--- src/rtl/grid_word_deframer_if.sv ---
// Byte-stream input and word-FIFO output bundle for grid_word_deframer.
// The slave modport is the deframer side; the master modport is the producer/consumer side.
interface grid_word_deframer_if;
  logic [7:0]  byte_in;
  logic        byte_valid;
  logic [31:0] word_out;
  logic [7:0]  word_fold;
  logic        word_valid;
  logic        word_ready;
  logic        frame_err;
  logic        overflow;
  logic [7:0]  err_count;
  logic        hunting;

  modport slave (
    input  byte_in, byte_valid, word_ready,
    output word_out, word_fold, word_valid, frame_err, overflow, err_count, hunting
  );

  modport master (
    output byte_in, byte_valid, word_ready,
    input  word_out, word_fold, word_valid, frame_err, overflow, err_count, hunting
  );
endinterface

--- src/rtl/grid_word_deframer.sv ---
// Rebuilds 32-bit grid words from a sync/payload/checksum byte stream and queues them in a small FIFO.
// The consumer side of the FIFO uses a valid/ready handshake.
//
// state      | meaning
// -----------+-----------------------------------------------------------
// ST_HUNT    | waiting for SYNC_BYTE; all other bytes are discarded
// ST_PAYLOAD | collecting 4 payload bytes LSB-first into r_word, XORing into r_chk
// ST_CHECK   | next byte is the checksum; a match pushes r_word, a mismatch pulses frame_err
module grid_word_deframer #(
  parameter logic [7:0] SYNC_BYTE  = 8'hA5,
  parameter int         FIFO_DEPTH = 4
) (
  input  logic                  clk,
  input  logic                  rst_n,
  grid_word_deframer_if.slave   bus
);

  localparam int PW = (FIFO_DEPTH > 1) ? $clog2(FIFO_DEPTH) : 1;
  localparam int CW = PW + 1;
  localparam logic [CW-1:0] FULL_C = CW'(FIFO_DEPTH);

  typedef enum logic [1:0] {
    ST_HUNT    = 2'd0,
    ST_PAYLOAD = 2'd1,
    ST_CHECK   = 2'd2
  } state_t;

  state_t        r_state;
  logic [1:0]    r_idx;
  logic [7:0]    r_chk;
  logic [31:0]   r_word;

  logic [31:0]   r_mem [FIFO_DEPTH];
  logic [PW-1:0] r_wr_ptr;
  logic [PW-1:0] r_rd_ptr;
  logic [CW-1:0] r_count;

  logic          r_word_valid;
  logic          r_frame_err;
  logic          r_overflow;
  logic          r_hunting;
  logic [7:0]    r_err_count;

  logic          w_check;
  logic          w_good;
  logic          w_bad;
  logic          w_pop;
  logic          w_push;
  logic          w_drop;
  logic [CW-1:0] w_count_nxt;
  logic [31:0]   w_head;

  assign w_check = bus.byte_valid && (r_state == ST_CHECK);
  assign w_good  = w_check && (bus.byte_in == r_chk);
  assign w_bad   = w_check && (bus.byte_in != r_chk);
  assign w_pop   = r_word_valid && bus.word_ready;
  // A full FIFO still takes the word when the head leaves in the same cycle.
  assign w_push  = w_good && ((r_count != FULL_C) || w_pop);
  assign w_drop  = w_good && !w_push;

  always_comb begin
    w_count_nxt = r_count;
    case ({w_push, w_pop})
      2'b10:   w_count_nxt = r_count + CW'(1);
      2'b01:   w_count_nxt = r_count - CW'(1);
      default: w_count_nxt = r_count;
    endcase
  end

  always_ff @(posedge clk) begin
    if (rst_n) begin
      r_state      <= ST_HUNT;
      r_idx        <= 2'd0;
      r_chk        <= 8'd0;
      r_word       <= 32'd0;
      r_wr_ptr     <= '0;
      r_rd_ptr     <= '0;
      r_count      <= '0;
      r_word_valid <= 1'b0;
      r_frame_err  <= 1'b0;
      r_overflow   <= 1'b0;
      r_hunting    <= 1'b1;
      r_err_count  <= 8'd0;
    end else begin
      r_frame_err <= w_bad;
      r_overflow  <= w_drop;
      if ((w_bad || w_drop) && (r_err_count != 8'hFF)) begin
        r_err_count <= r_err_count + 8'd1;
      end

      if (w_push) begin
        r_mem[r_wr_ptr] <= r_word;
        r_wr_ptr        <= r_wr_ptr + PW'(1);
      end
      if (w_pop) begin
        r_rd_ptr <= r_rd_ptr + PW'(1);
      end
      r_count      <= w_count_nxt;
      r_word_valid <= (w_count_nxt != '0);

      if (bus.byte_valid) begin
        case (r_state)
          ST_HUNT: begin
            if (bus.byte_in == SYNC_BYTE) begin
              r_state   <= ST_PAYLOAD;
              r_idx     <= 2'd0;
              r_chk     <= 8'd0;
              r_hunting <= 1'b0;
            end
          end
          ST_PAYLOAD: begin
            r_word[{r_idx, 3'b000} +: 8] <= bus.byte_in;
            r_chk                        <= r_chk ^ bus.byte_in;
            if (r_idx == 2'd3) begin
              r_state <= ST_CHECK;
            end else begin
              r_idx <= r_idx + 2'd1;
            end
          end
          ST_CHECK: begin
            r_state   <= ST_HUNT;
            r_hunting <= 1'b1;
          end
          default: begin
            r_state   <= ST_HUNT;
            r_hunting <= 1'b1;
          end
        endcase
      end
    end
  end

  // Head reads as zero while empty so stale memory never leaks out.
  assign w_head = r_word_valid ? r_mem[r_rd_ptr] : 32'd0;

  assign bus.word_out   = w_head;
  assign bus.word_fold  = w_head[7:0] ^ w_head[15:8] ^ w_head[23:16] ^ w_head[31:24];
  assign bus.word_valid = r_word_valid;
  assign bus.frame_err  = r_frame_err;
  assign bus.overflow   = r_overflow;
  assign bus.err_count  = r_err_count;
  assign bus.hunting    = r_hunting;

endmodule

--- src/flat_wrapper.sv ---
// flat-port wrapper written by rule: the top's interface ports become plain ports
module grid_word_deframer_flat 
#(
  parameter logic [7:0] SYNC_BYTE  = 8'hA5,
  parameter int         FIFO_DEPTH = 4
)
  (clk, rst_n, bus_byte_in, bus_byte_valid, bus_word_ready, bus_word_out, bus_word_fold, bus_word_valid, bus_frame_err, bus_overflow, bus_err_count, bus_hunting);
  grid_word_deframer_if bus_i ();
  input  logic clk;
  input  logic rst_n;
  input wire logic [$bits(bus_i.byte_in)-1:0] bus_byte_in;
  input wire logic [$bits(bus_i.byte_valid)-1:0] bus_byte_valid;
  input wire logic [$bits(bus_i.word_ready)-1:0] bus_word_ready;
  output wire logic [$bits(bus_i.word_out)-1:0] bus_word_out;
  output wire logic [$bits(bus_i.word_fold)-1:0] bus_word_fold;
  output wire logic [$bits(bus_i.word_valid)-1:0] bus_word_valid;
  output wire logic [$bits(bus_i.frame_err)-1:0] bus_frame_err;
  output wire logic [$bits(bus_i.overflow)-1:0] bus_overflow;
  output wire logic [$bits(bus_i.err_count)-1:0] bus_err_count;
  output wire logic [$bits(bus_i.hunting)-1:0] bus_hunting;
  assign bus_i.byte_in = bus_byte_in;
  assign bus_i.byte_valid = bus_byte_valid;
  assign bus_i.word_ready = bus_word_ready;
  assign bus_word_out = bus_i.word_out;
  assign bus_word_fold = bus_i.word_fold;
  assign bus_word_valid = bus_i.word_valid;
  assign bus_frame_err = bus_i.frame_err;
  assign bus_overflow = bus_i.overflow;
  assign bus_err_count = bus_i.err_count;
  assign bus_hunting = bus_i.hunting;
  grid_word_deframer #(.SYNC_BYTE(SYNC_BYTE), .FIFO_DEPTH(FIFO_DEPTH)) u_core (.clk(clk), .rst_n(rst_n), .bus(bus_i));
endmodule
--- config.mk ---
export PLATFORM = sky130hd
export DESIGN_NAME = grid_word_deframer_flat
export DESIGN_NICKNAME = d
export VERILOG_FILES = /design/src/rtl/grid_word_deframer_if.sv /design/src/rtl/grid_word_deframer.sv /design/src/flat_wrapper.sv
export SDC_FILE = /design/constraint.sdc
export NUM_CORES = 1
export LEC_CHECK = 0
export ABC_AREA = 1
export CORE_MARGIN = 5
export CORE_UTILIZATION = 50
export CTS_BUF_LIST = sky130_fd_sc_hd__clkbuf_4 sky130_fd_sc_hd__clkbuf_8
export DETAILED_ROUTE_END_ITERATION = 10
export DONT_BUFFER_PORTS = 1
export PLACE_DENSITY = 0.67
export SLEW_MARGIN = 20
export SYNTH_ARGS = -nofsm -noshare
export SYNTH_HDL_FRONTEND = slang
export SYNTH_SLANG_ARGS = --single-unit
--- constraint.sdc ---
create_clock -name clk -period 5.15 [get_ports clk]
set_input_delay 1.545 -clock clk [delete_from_list [all_inputs] [get_ports clk]]
set_output_delay 1.545 -clock clk [all_outputs]
set_load 0.02 [all_outputs]
==> run_results.csv <==
group,metric,value,unit
status,status,"finished, final reports clean",
worst_setup_path,ff2ff_path_depth,8,
finish,fill_cells,1438,
sta,setup_tns,0,ns
worst_hold_path,holdPathEnd,"u_core.r_chk[6]",
worst_setup_path,cp_top_family,"flip-flops",
worst_hold_path,holdCritPathClass,"reg2reg",
worst_setup_path,critPathKind,"reg2out",
global_route,gr-total-overflow,0,
logic_synthesis,yosysTopAreaCellShare,0.4628,
finish,nets,806,
worst_setup_path,path_buf_inv,1,
placed_design,port_buffers,0,
clock_tree,holdBufCountCts,0,
global_route,grt_max_degree,66,
route,finalWirelength,18350,um
worst_setup_path,r2r_slack,2.69,ns
sta,final_max_slew_viol_count,0,
logic_synthesis,syn_area_per_cell,10.54,sq um
power,powerDensity,340.6,nW/um^2
power,p_leak,3.387,nW
sta,skew,0.01601,ns
route,avgViaCountPerCell,5.610,
worst_setup_path,critical_path_arrival,3.23,ns
floorplanning,rows,47,
logic_synthesis,ys_types,38,
power,ir_drop,0.1861,mV
floorplanning,die_x,138.9,um
logic_synthesis,synth_edf_count,128,
clock_tree,cts_tree,"yes",
logic_synthesis,ys_ff_latch,193,
logic_synthesis,synthFlopType,"edfxtp_1",
logic_synthesis,synth.area.top_cells,"edfxtp_1 46%, dfxtp_1 16%, nand2_1 7.5%",
logic_synthesis,async_flop_share,0,
clock_tree,clock_sinks,193,
logic_synthesis,synth_area,8305,sq um
logic_synthesis,synth_nets,812,
global_route,grt_pass1_vias,5504,
worst_hold_path,hp-start,"u_core.r_chk[6]",
logic_synthesis,yosys.area.top_type,"edfxtp_1",
sta,setup_viol,0,
sta,timing.final.crit_period,4.774,ns
sta,period_share,0.9269,
clock_tree,cts_buffers,17,
worst_setup_path,worstPathMaxFanout,49,
worst_setup_path,crit_path_start_kind,"flop",
worst_setup_path,cp_slowest_stage_delay,0.76,ns
worst_setup_path,crit_top_cell,"xor2_1",
worst_setup_path,endpoint_kind,"output pin",
route,drt_iter0_drc,498,
clock_tree,postCtsSetupBuffers,0,
route,ant_nets,0,
floorplanning,start_util,0.5044,
clock_tree,root_buffer,"clkbuf_8",
global_route,grt_pass1_wl,29050,um
clock_tree,cts_htree_levels,4,
finish,diodes,0,
sta,fmax,209.5,MHz
sta,tightest_slew,0.8957,ns
sta,rsz0062_at_grt,"no",
clock_tree,cts_resized,0,
floorplanning,boundaryPins,64,
logic_synthesis,yosysSeqAreaShare,0.6195,
placed_design,dpl_worst_slack,0.8630,ns
placed_design,dp_hpwl,11800,um
sta,final.setup.worst_slack,0.3765,ns
worst_setup_path,crit_chain,"inv_2 > nand2_1 > a21oi_1 > a211oi_2 > xor2_1 > xor2_1",
route,dr.pass1.iters,8,
worst_hold_path,hold_depth,2,
clock_tree,clockBufferDepth,2,
worst_setup_path,rr_startpoint,"u_core.bus.word_valid",
finish,syn_to_final_growth,6.915,%
route,drc_errors,0,
floorplanning,core-area,16470,sq um
floorplanning,dieHeight,138.9,um
sta,relSlewSlack,0.4029,
flow_run,drv_cap,0,
finish,drive_above_1_share,0.1146,
placed_design,place.gp.congestion,0.8483,
clock_tree,clk_latency,0.47,ns
route,wl_per_cell,18.10,um
floorplanning,die_area,19290,sq um
worst_setup_path,r2r-end,"u_core.r_mem[0][17]",
sta,finalHoldViolations,0,
global_route,grtUsageTotal,0.1899,
clock_tree,clk_pin_slew,0.10,ns
logic_synthesis,netlist_instances,788,
global_route,grt_antenna_before_repair,0,
route,num_vias,5689,
worst_setup_path,cp_slowest_cell,"dfxtp_1",
logic_synthesis,ys_warn_count,0,
power,finalPower,3.025,mW
worst_setup_path,crit_required,3.61,ns
## layer usage
metal  wire length [um]  up-vias  GRT usage
li1                   -     2696          -
met3               1419       35    0.04828
met4                433        0    0.07673
met5                  0        -          0
met1               8106     2745     0.2544
met2               8391      213     0.2976
## state kept, by name, indices dropped and copies added (netlist names), named ones only
register and flops:
u_core.r_mem 128, u_core.r_word 32, u_core.bus.err_count 8, u_core.r_chk 8, u_core.r_count 3, u_core.r_idx 2, u_core.r_rd_ptr 2, u_core.r_state 2
u_core.r_wr_ptr 2, u_core.bus.frame_err 1, u_core.bus.hunting 1, u_core.bus.overflow 1, u_core.bus.word_valid 1
## metrics by stage
| stage | cell area (sq um) | instances | hold WS, ns | util |
|---|---|---|---|---|
| 6_report | 8880 | 1014 | 0.4902 | 0.5393 |
| 2_1_floorplan | 8305 | 788 | 0.4498 | - |
| 4_1_cts | 8880 | 1014 | 0.4864 | 0.5393 |
| 3_3_place_gp | 8454 | 983 | 0.4570 | 0.5135 |
| 5_1_grt | 8880 | 1014 | 0.5076 | 0.5393 |
| 3_5_place_dp | 8454 | 983 | 0.4720 | 0.5135 |
## kinds of logic (layout without fill, tap and decap cells)
group                    Yosys count  after routing  synth area share
AND/OR/NAND/NOR                  294            294            0.1487
flip-flops                       193            193            0.6195
AO/OA/AOI/OAI                    162            162            0.1273
buffers and inverters             99            105           0.05438
XOR/XNOR                          28             28           0.03118
adder cells (fa/ha/maj)           12             12           0.01898
## worst reg2reg max path: stages (launching register included)
cell and delay, ns:
dfxtp_1 0.38, buf_4 0.24, nand2_1 0.14, nand2_1 0.15, nand4_1 0.27, inv_1 0.17
nand2_1 0.16, nor2_2 0.12, buf_4 0.46
## power by group
group / leakage [nW] / switching (mW) / internal [mW] / total (mW)
clock network: 0.209 / 0.552 / 0.494 / 1.05
logic: 1.51 / 0.254 / 0.0763 / 0.330
registers: 1.67 / 0.00982 / 1.64 / 1.65
## layout by cell type (no fill, tap or decap), drive strengths merged
cell      Yosys  final
inv          64     71
o21ai        17     17
nor2         66     66
ha           11     11
o22ai         3      3
bufinv        0      3
nor3b         1      1
xnor2         3      3
nor3         29     29
edfxtp      128    128
a221oi        7      7
clkbuf        7     17
dfxtp        65     65
a31o          1      1
nand3b        1      1
or3           8      8
a211oi       27     27
nand4         5      5
xnor3         1      1
a31oi         6      6
xor2         24     24
fa            1      1
nand3        16     16
nor4          1      1
clkinv        1      3
a21oi       101    101
nand2       167    167
clkinvlp      0      2
buf          27      9
## area by class of cell
class,count,area (sq um),area share
flip-flops and latches,193,5146,0.5795
multi-input cells,496,2719,0.3062
well taps,220,275.3,0.03100
inverters,65,246.5,0.02776
clock buffers,17,234.0,0.02635
clock inverters,14,191.4,0.02156
repair buffers,9,67.56,0.007609
## how the worst max path moves through the flow
stage	start	end	slack, ns	cells after the start
floorplan	bus_byte_in[3]	u_core.r_mem[0][0]	1.06	9
global placement	flop	bus_word_fold[5]	0.92	6
detailed placement	flop	bus_word_fold[5]	0.86	6
CTS	flop	bus_word_fold[5]	0.34	6
global route	flop	bus_word_fold[5]	0.16	6
finish	flop	bus_word_fold[5]	0.38	6
## synthesized netlist by cell type, types with 6 or more instances
library cell    n
nand2_1       166
edfxtp_1      128
a21oi_1       100
dfxtp_1        65
nor2_1         63
inv_1          55
nor3_1         29
xor2_1         24
a211oi_2       18
nand3_1        16
o21ai_0        16
buf_2          14
ha_1           11
buf_4          10
a211oi_1        9
inv_2           8
a221oi_2        7
clkbuf_1        7
a31oi_1         6
or3_2           6
No activity file was read; power rests on OpenSTA's default activity.
